===== config.mk =====
export PLATFORM = sky130hd
export DESIGN_NAME = n64_pi_burst_port
export DESIGN_NICKNAME = d
export VERILOG_FILES = /design/src/rtl/n64_pi_burst_port.sv
export SDC_FILE = /design/constraint.sdc
export NUM_CORES = 1
export LEC_CHECK = 0
export CORE_MARGIN = 1
export CORE_UTILIZATION = 61
export DETAILED_ROUTE_END_ITERATION = 10
export GPL_TIMING_DRIVEN = 0
export HOLD_SLACK_MARGIN = 0.08
export PLACE_DENSITY_LB_ADDON = 0.25
export SLEW_MARGIN = 40
export SYNTH_ARGS = -nofsm -noshare
export SYNTH_HDL_FRONTEND = slang
export SYNTH_SLANG_ARGS = --single-unit

===== constraint.sdc =====
create_clock -name clk -period 10.75 [get_ports clk]
set_input_delay 3.225 -clock clk [delete_from_list [all_inputs] [get_ports clk]]
set_output_delay 3.225 -clock clk [all_outputs]
set_load 0.03 [all_outputs]

===== src/rtl/n64_pi_burst_port.sv =====
// n64_pi_burst_port: windowed read/write N64 PI cartridge slave with read prefetch FIFO on a generic memory port
module n64_pi_burst_port #(
  parameter int AD_W = 16,
  parameter int ADDR_W = 32,
  parameter int MEM_ADDR_W = 26,
  parameter logic [ADDR_W-1:0] BASE = 32'h1000_0000,
  parameter logic [ADDR_W-1:0] MASK = 32'hFC00_0000,
  parameter int FIFO_DEPTH = 4,
  parameter int SYNC_STAGES = 2
) (
  input  logic                  clk,
  input  logic                  resetn,
  input  logic                  N64_ALE_H,
  input  logic                  N64_ALE_L,
  input  logic                  N64_READ_N,
  input  logic                  N64_WRITE_N,
  input  logic [AD_W-1:0]       N64_AD_I,
  output logic [AD_W-1:0]       N64_AD_O,
  output logic                  N64_AD_OE,
  output logic                  mem_req,
  output logic                  mem_we,
  output logic [MEM_ADDR_W-1:0] mem_addr,
  output logic [AD_W-1:0]       mem_wdata,
  input  logic                  mem_ready,
  input  logic                  mem_rvalid,
  input  logic [AD_W-1:0]       mem_rdata,
  output logic                  underrun
);
  localparam int PW = $clog2(FIFO_DEPTH);
  localparam int CW = PW + 1;
  localparam int SH = $clog2(AD_W / 8);
  localparam logic [ADDR_W-1:0] STEP = ADDR_W'(AD_W / 8);
  typedef enum logic [2:0] {IDLE, ADDR_H, ACTIVE, MISS, FLUSH} state_t;
  state_t state, state_n;
  logic [SYNC_STAGES-1:0][3:0] cs;
  logic [SYNC_STAGES-1:0][AD_W-1:0] ds;
  logic [3:0] prev, cur;
  logic [AD_W-1:0] ad;
  logic ale_h_fall, ale_l_fall, ale_l_rise, rd_fall, rd_rise, wr_rise;
  logic [ADDR_W-AD_W-1:0] addr_h;
  logic [ADDR_W-1:0] full, rd_ptr, rd_ptr_n, dptr, dptr_n, waddr, baddr;
  logic [AD_W-1:0] wdata, bdata;
  logic [AD_W-1:0] fifo [FIFO_DEPTH];
  logic [PW-1:0] wp, rp;
  logic [CW-1:0] count, inflight, inflight_n, drop, drop_n;
  logic [CW:0] occ;
  logic active, hit, latch_l, rd_rise_a, wr_rise_a, wv, bv, pf_ok, wr_acc, rd_acc, flush, rv, push, pop;
  function automatic logic [MEM_ADDR_W-1:0] idx(input logic [ADDR_W-1:0] a);
    return MEM_ADDR_W'((a & ~MASK) >> SH);
  endfunction
  assign cur = cs[SYNC_STAGES-1];
  assign ad = ds[SYNC_STAGES-1];
  assign ale_h_fall = prev[3] & ~cur[3];
  assign ale_l_fall = prev[2] & ~cur[2];
  assign ale_l_rise = ~prev[2] & cur[2];
  assign rd_fall = prev[1] & ~cur[1];
  assign rd_rise = ~prev[1] & cur[1];
  assign wr_rise = ~prev[0] & cur[0];
  assign active = state == ACTIVE;
  assign full = {addr_h, ad};
  assign hit = (full & MASK) == BASE;
  assign latch_l = (state == ADDR_H) & ale_l_fall;
  assign rd_rise_a = active & rd_rise;
  assign wr_rise_a = active & wr_rise;
  assign occ = {1'b0, count} + {1'b0, inflight};
  assign pf_ok = active & (occ < (CW+1)'(FIFO_DEPTH));
  assign wr_acc = wv & mem_ready;
  assign rd_acc = pf_ok & ~wv & mem_ready;
  assign flush = (state == FLUSH) | wr_acc;
  assign rv = mem_rvalid & (inflight != '0);
  assign push = rv & ~flush & (drop == '0);
  assign pop = rd_rise_a & (count != '0);
  assign inflight_n = inflight + CW'(rd_acc) - CW'(rv);
  assign drop_n = flush ? inflight_n : drop - CW'(rv && drop != '0);
  assign dptr_n = latch_l ? full : dptr + (rd_rise_a ? STEP : '0) + (wr_rise_a ? STEP : '0);
  assign rd_ptr_n = latch_l ? full : wr_acc ? dptr_n : rd_acc ? rd_ptr + STEP : rd_ptr;
  assign mem_req = wv | pf_ok;
  assign mem_we = wv;
  assign mem_addr = idx(wv ? waddr : rd_ptr);
  assign mem_wdata = wdata;
  assign N64_AD_O = (count != '0) ? fifo[rp] : '0;
  assign N64_AD_OE = active & ~cur[1];
  always_comb begin
    state_n = state;
    case (state)
      IDLE:    if (ale_h_fall) state_n = ADDR_H;
      ADDR_H:  if (ale_l_fall) state_n = hit ? ACTIVE : MISS;
      ACTIVE:  if (ale_l_rise) state_n = FLUSH;
      MISS:    if (ale_l_rise) state_n = IDLE;
      default: state_n = IDLE;
    endcase
  end
  always_ff @(posedge clk) begin
    if (!resetn) begin
      cs <= '0;
      ds <= '0;
      prev <= '0;
    end else begin
      cs[0] <= {N64_ALE_H, N64_ALE_L, N64_READ_N, N64_WRITE_N};
      ds[0] <= N64_AD_I;
      for (int i = 1; i < SYNC_STAGES; i++) begin
        cs[i] <= cs[i-1];
        ds[i] <= ds[i-1];
      end
      prev <= cur;
    end
  end
  always_ff @(posedge clk) begin
    if (!resetn) begin
      state <= IDLE;
      addr_h <= '0;
      rd_ptr <= '0;
      dptr <= '0;
      wv <= 1'b0;
      bv <= 1'b0;
      waddr <= '0;
      wdata <= '0;
      baddr <= '0;
      bdata <= '0;
      count <= '0;
      wp <= '0;
      rp <= '0;
      inflight <= '0;
      drop <= '0;
      underrun <= 1'b0;
    end else begin
      state <= state_n;
      if ((state == IDLE) && ale_h_fall) addr_h <= (ADDR_W-AD_W)'(ad);
      rd_ptr <= rd_ptr_n;
      dptr <= dptr_n;
      inflight <= inflight_n;
      drop <= drop_n;
      underrun <= underrun | (active & rd_fall & (count == '0));
      if (wv && !wr_acc) begin
        if (!bv && wr_rise_a) begin
          bv <= 1'b1;
          baddr <= dptr;
          bdata <= ad;
        end
      end else begin
        wv <= bv | wr_rise_a;
        bv <= bv & wr_rise_a;
        if (bv) begin
          waddr <= baddr;
          wdata <= bdata;
          baddr <= dptr;
          bdata <= ad;
        end else if (wr_rise_a) begin
          waddr <= dptr;
          wdata <= ad;
        end
      end
      if (flush) begin
        count <= '0;
        wp <= '0;
        rp <= '0;
      end else begin
        count <= count + CW'(push) - CW'(pop);
        if (push) wp <= wp + PW'(1);
        if (pop) rp <= rp + PW'(1);
      end
    end
  end
  always_ff @(posedge clk) if (push) fifo[wp] <= mem_rdata;
endmodule


## After elaboration in Yosys (flattened, before gate mapping)

Memories as Yosys holds them, arrays and structs flattened. A register that Yosys moved wholly into a read port is not among the register bits.
Cells that the tools add are included.

| operators by class | value |
|---|---|
| add/sub/neg operators | 11 |
| reductions and logical operators | 19 |
| multiplexer cells | 31 |
| magnitude comparators | 1 |
| eq/ne operators | 10 |
| bitwise operators | 35 |

Operator list:

| kind | number |
|---|---|
| $mux W26 | 6 |
| $mux W32 | 4 |
| $mux W16 | 6 |
| $add A32 B2 Y32 | 2 |
| $add A32 B2 Y32 const B | 1 |
| $and A1 B1 Y1 | 21 |
| $mux W3 | 5 |
| $pmux W3 S4 | 1 |
| $reduce_bool A3 Y1 | 4 |
| $not A1 Y1 | 10 |
| $logic_not A3 Y1 | 3 |
| $sub A3 B1 Y3 | 3 |
| $mux W2 | 4 |
| $ne A2 B2 Y1 const B | 4 |
| $add A3 B1 Y3 | 2 |
| $eq A3 B2 Y1 const B | 2 |
| $eq A6 B3 Y1 const B | 1 |
| $mux W1 | 5 |
| $add A2 B1 Y2 const B | 2 |
| $add A3 B3 Y4 | 1 |
| $logic_and A1 B1 Y1 | 4 |
| $lt A4 B3 Y1 const B | 1 |
| $or A1 B1 Y1 | 4 |
| $reduce_and A2 Y1 | 2 |
| other kinds (7) | 9 |

| word-level totals | value |
|---|---|
| memories | 1 |
| register bits | 227 |
| memory bits (writable) | 64 |
| bits of input ports | 40 |
| logic and storage cells | 129 |

Memories:

| memory | depth | width | rd ports | clocked after Yosys merged registers in | wr ports | RTL line | text |
|---|---|---|---|---|---|---|---|
| fifo | 4 | 16 | 1 | 1 | 1 | 43 | `logic [AD_W-1:0] fifo [FIFO_DEPTH];` |

## Depth between registers and ports, before layout

| depth | value |
|---|---|
| word-level depth | 9 |
| mapped depth | 14 |

## Worst setup path after synthesis

No wires, ideal clock.

| path | value |
|---|---|
| path kind | input to register |
| from | input port mem_ready |
| to | register count[2] |
| buffers on the path | 2 |
| setup slack | 5.131 ns |
| stages on the path | 14 |
| data arrival time | 5.499 ns |
| required time | 10.630 ns |
| cells stage by stage | and2_1 -> clkbuf_1 -> a21oi_1 -> and3_1 -> clkbuf_1 -> inv_1 -> ha_1 -> inv_1 -> ha_1 -> inv_1 -> fa_1 -> xor2_1 -> xnor2_1 -> nor2_1 |

| between the ends | value |
|---|---|
| cells in the longest elaborated chain, start to end | 7 |
| elaborated cells on any way between the ends | 8 |
| classes of those cells | add/sub (2); bitwise (5); reduce/logical (1) |

RTL lines:

| what | RTL line | text |
|---|---|---|
| start: declaration | 24 | `input logic mem_ready,` |
| $and A1 B1 Y1 (*) | 67 | `assign wr_acc = wv & mem_ready;` |
| $or A1 B1 Y1 (*) | 69 | `assign flush = (state == FLUSH) \| wr_acc;` |
| $not A1 Y1 | 71 | `assign push = rv & ~flush & (drop == '0);` |
| $and A1 B1 Y1 (2 in series) | 71 |  |
| $add A3 B1 Y3 | 158 | `count <= count + CW'(push) - CW'(pop);` |
| $sub A3 B1 Y3 | 158 |  |
| end signal: assignment | 158 |  |
| end: declaration | 45 | `logic [CW-1:0] count, inflight, inflight_n, drop, drop_n;` |

Every way passes the cells marked *; elsewhere a longest branch is shown, timed or not.
A chain may end at the register's enable or synchronous reset.

## Worst setup path in the final report

| path | value |
|---|---|
| from | input port mem_ready |
| to | register drop[2] |

| between the ends | value |
|---|---|
| cells in the longest elaborated chain, start to end | 4 |
| elaborated cells on any way between the ends | 6 |
| classes of those cells | add/sub (2); mux (1); bitwise (3) |

RTL lines:

| what | RTL line | text |
|---|---|---|
| $and A1 B1 Y1 | 68 | `assign rd_acc = pf_ok & ~wv & mem_ready;` |
| $add A3 B1 Y3 | 73 | `assign inflight_n = inflight + CW'(rd_acc) - CW'(rv);` |
| $sub A3 B1 Y3 | 73 |  |
| $mux W3 (*) | 74 | `assign drop_n = flush ? inflight_n : drop - CW'(rv && drop != '0);` |
| end signal: assignment | 132 | `drop <= drop_n;` |
| end: declaration | 45 |  |

Marked as above.

==> metrics <==
result of the run=complete, no violations; data required time at the worst endpoint=11.22 ns; Final ANT Viol Nets=0; sinks on the clock net=277; total clock buffers created by CTS=28; Via Count=9427; setup TNS=0 ns; CTS clock-pin slew for the worst setup and hold paths=0.06 ns; Total Die Area=0.0197 mm2; clock root buffer=clkbuf_16; die height=140 um; share of final-layout standard cells stronger than drive strength 1=9.54%; crit path launch type=input pin; relative contribution of sequential cells to total power=45.7%; number of global-route vias before repair=9018; post-synth net total=1230; number of cell rows=50; Clk pwr share=41.3%; warnings from Yosys=0; design internal power=1.87 mW; number of design-rule violations left by the first detailed-router iteration=764; routed length on met1=13.2 mm; initial core utilization=62.3%; core area=0.0188 mm2; endpoint class of the critical path=register; per-instance average area after synthesis=9.98 um2; worst clock skew=0.0146 ns; insertion delay to the later sink of the worst-skew pair=0.54 ns; class of the worst hold path=reg2reg; Layout Cells excl Fill=1555; met2 layer wire length in the routed design=15.1 mm; PD cells=179 mW/mm2; antenna violations before repair=0; Worst EP arrival=6.87 ns; number of buffers added to fix hold violations after cts=0; relative area change from synthesis to final layout=19.8%; pin count of the biggest net entering global routing=17; TritonCTS clock tree=yes; # resized after CTS=0; Critical Setup Path Class=in2reg; setup repair after global routing missed its margin=false; RePlAce Congestion=0.972; static leakage=4.83 nW; average via count per standard cell=6.06; number of diodes added for antenna fixing=0; total setup buffers inserted after CTS=0; switching power total=0.631 mW; Hold Path Depth=1; worst r2r path cells=13; share of synthesized area occupied by flip-flops and latches=52.9%; clk buf depth=3; number of cells after detailed placement=1504; # Max-Cap Violations=0; highest fanout seen on the critical path=8; Detailed Routing Iterations Pass 1=5; Tot GR Track Use=33.3%; worst IR drop on VDD=0.161 mV; IO Pins=102; Netlist cell types=60; cell area after synthesis=0.0117 mm2; max-slew headroom at the worst pin=39.3%; most frequently used flop master after synthesis=dfxtp_1; shortest period the worst path allows=6.41 ns; transition time at the pin with the least slew margin=0.907 ns; number of DRC violations after detailed routing=0; routed len/inst=20.8 um; portion of total power attributed to combinational logic=12.9%; fin util=74.6%; final hold vios=0; post-synthesis register bit count=277; Slew Limit Fails=0; remaining global-route overflow=0; async set or reset register ratio after synthesis=0%; global-route wire length before repair=49.9 mm; post-route clock period utilization=59.6%; buffers added on ports=99; switching share of power=25.2%; final number of setup-violating endpoints=0; number of enable-type register cells in the synthesized netlist=64; placed wire-length estimate after detailed placement=22.4 mm; horizontal die dimension=140 um; number of H-tree levels=1; Gate Count Post-Synth=1171; met3 routed wirelength=2.89 mm; highest clock frequency the design can meet=156 MHz; Post-layout nets=1360; final WL=32.3 mm; highest metal layer used by the detailed router=met4
## path summary, 6_finish.rpt
| check | start | to | slack, ns |
|---|---|---|---|
| setup / recovery | mem_ready | drop[2] | 4.34 |
| hold / removal | ds[14] | ad[14] | 0.43 |
| hold reg to reg | ds[14] | ad[14] | 0.43 |
| setup reg to reg | count[2] | drop[2] | 6.63 |
## routing by layer
layer / vias up / GRT usage (%)
met5: - / 0
met4: 0 / 13.6
met3: 94 / 4.65
met2: 511 / 53.6
met1: 4479 / 45.6
li1: 4343 / -
## logic make-up after synthesis
group | synth area share [%]
AO/OA/AOI/OAI | 10.4
XOR/XNOR | 3.67
adder cells (fa/ha/maj) | 2.23
buffers and inverters | 3.51
flip-flops | 52.9
multiplexers | 9.18
other | 0.0321
AND/OR/NAND/NOR | 18.1
## synthesized netlist by cell type (2+ instances only)
cell | number | share of area [%]
dfxtp_1 | 213 | 36
nand2_1 | 170 | 5.5
nor2_1 | 116 | 3.7
a21oi_1 | 84 | 3.6
edfxtp_1 | 64 | 16
and2_1 | 54 | 2.9
clkbuf_1 | 53 | 1.7
a211oi_1 | 47 | 3.0
mux2i_1 | 43 | 3.7
xnor2_1 | 35 | 2.6
nand3_1 | 30 | 1.3
o21ai_0 | 26 | 1.1
mux2_2 | 25 | 2.4
inv_1 | 20 | 0.64
nor2b_1 | 18 | 0.96
ha_1 | 16 | 1.7
mux4_2 | 16 | 3.1
nand4_1 | 14 | 0.75
xor2_1 | 14 | 1.0
and3_1 | 11 | 0.59
nor3_1 | 11 | 0.47
buf_2 | 10 | 0.43
buf_4 | 10 | 0.64
a31oi_1 | 6 | 0.32
and4_1 | 5 | 0.37
nor4_1 | 5 | 0.27
a221oi_1 | 4 | 0.30
a311oi_1 | 4 | 0.30
nand2b_1 | 4 | 0.21
fa_1 | 3 | 0.51
o31ai_1 | 3 | 0.19
a21boi_0 | 2 | 0.13
a311o_1 | 2 | 0.17
a31o_2 | 2 | 0.15
buf_1 | 2 | 0.064
nand3b_1 | 2 | 0.13
o211a_1 | 2 | 0.17
o211ai_1 | 2 | 0.13
or4_1 | 2 | 0.13
## state kept, by name, summed over array words and instances, names as in the netlist, 25 cells and up, named ones only
register	flops
dptr	25
waddr	25
fifo	64
rd_ptr	25
baddr	25
## stage by stage
step                      hold slack [ns]  setup slack (ns)  area [um2]  total power, mW
after floorplan                     0.412              5.13       11700             1.35
after global placement              0.414              4.00       13000             1.47
after detailed placement            0.418              3.95       13000             1.49
after CTS                           0.433              4.34       14000             2.50
after global routing                0.447              4.15       14000             2.57
final                               0.433              4.34       14000             2.50
## power by group through the flow
stage | registers, mW | logic (mW) | clock network (mW)
after detailed placement | 1.17 | 0.321 | 0
after global routing | 1.15 | 0.348 | 1.08
after CTS | 1.14 | 0.325 | 1.03
final | 1.14 | 0.324 | 1.03
after floorplan | 1.15 | 0.195 | 0
after global placement | 1.16 | 0.310 | 0
## final cells by class
class | count | area [um2]
clock inverter | 8 | 98.8
timing repair buffer | 100 | 998
sequential | 277 | 6190
multi-input combinational | 798 | 5110
tap | 234 | 293
fill | 1354 | 4770
clock buffer | 42 | 897
buffer | 75 | 333
inverter | 21 | 78.8
## layout by cell type (no fill, tap or decap), drive strengths merged, types with 30 or more instances in the layout
cell type,count
a211oi,47
a21oi,84
clkdlybuf4s50,99
nor2,117
dfxtp,213
and2,54
nand2,170
xnor2,35
mux2i,43
nand3,30
clkbuf,95
edfxtp,64
## critical path, cell delays in order
cell and delay (ns):
clkdlybuf4s50_1 0.60, nand4_1 0.52, nor2_1 0.90, inv_1 0.12, ha_1 0.31, inv_1 0.04
ha_1 0.19, fa_1 0.37, xnor2_1 0.19, xnor2_1 0.15, o21ai_0 0.11, a21oi_1 0.14
No activity file was read; power rests on OpenSTA's default activity.
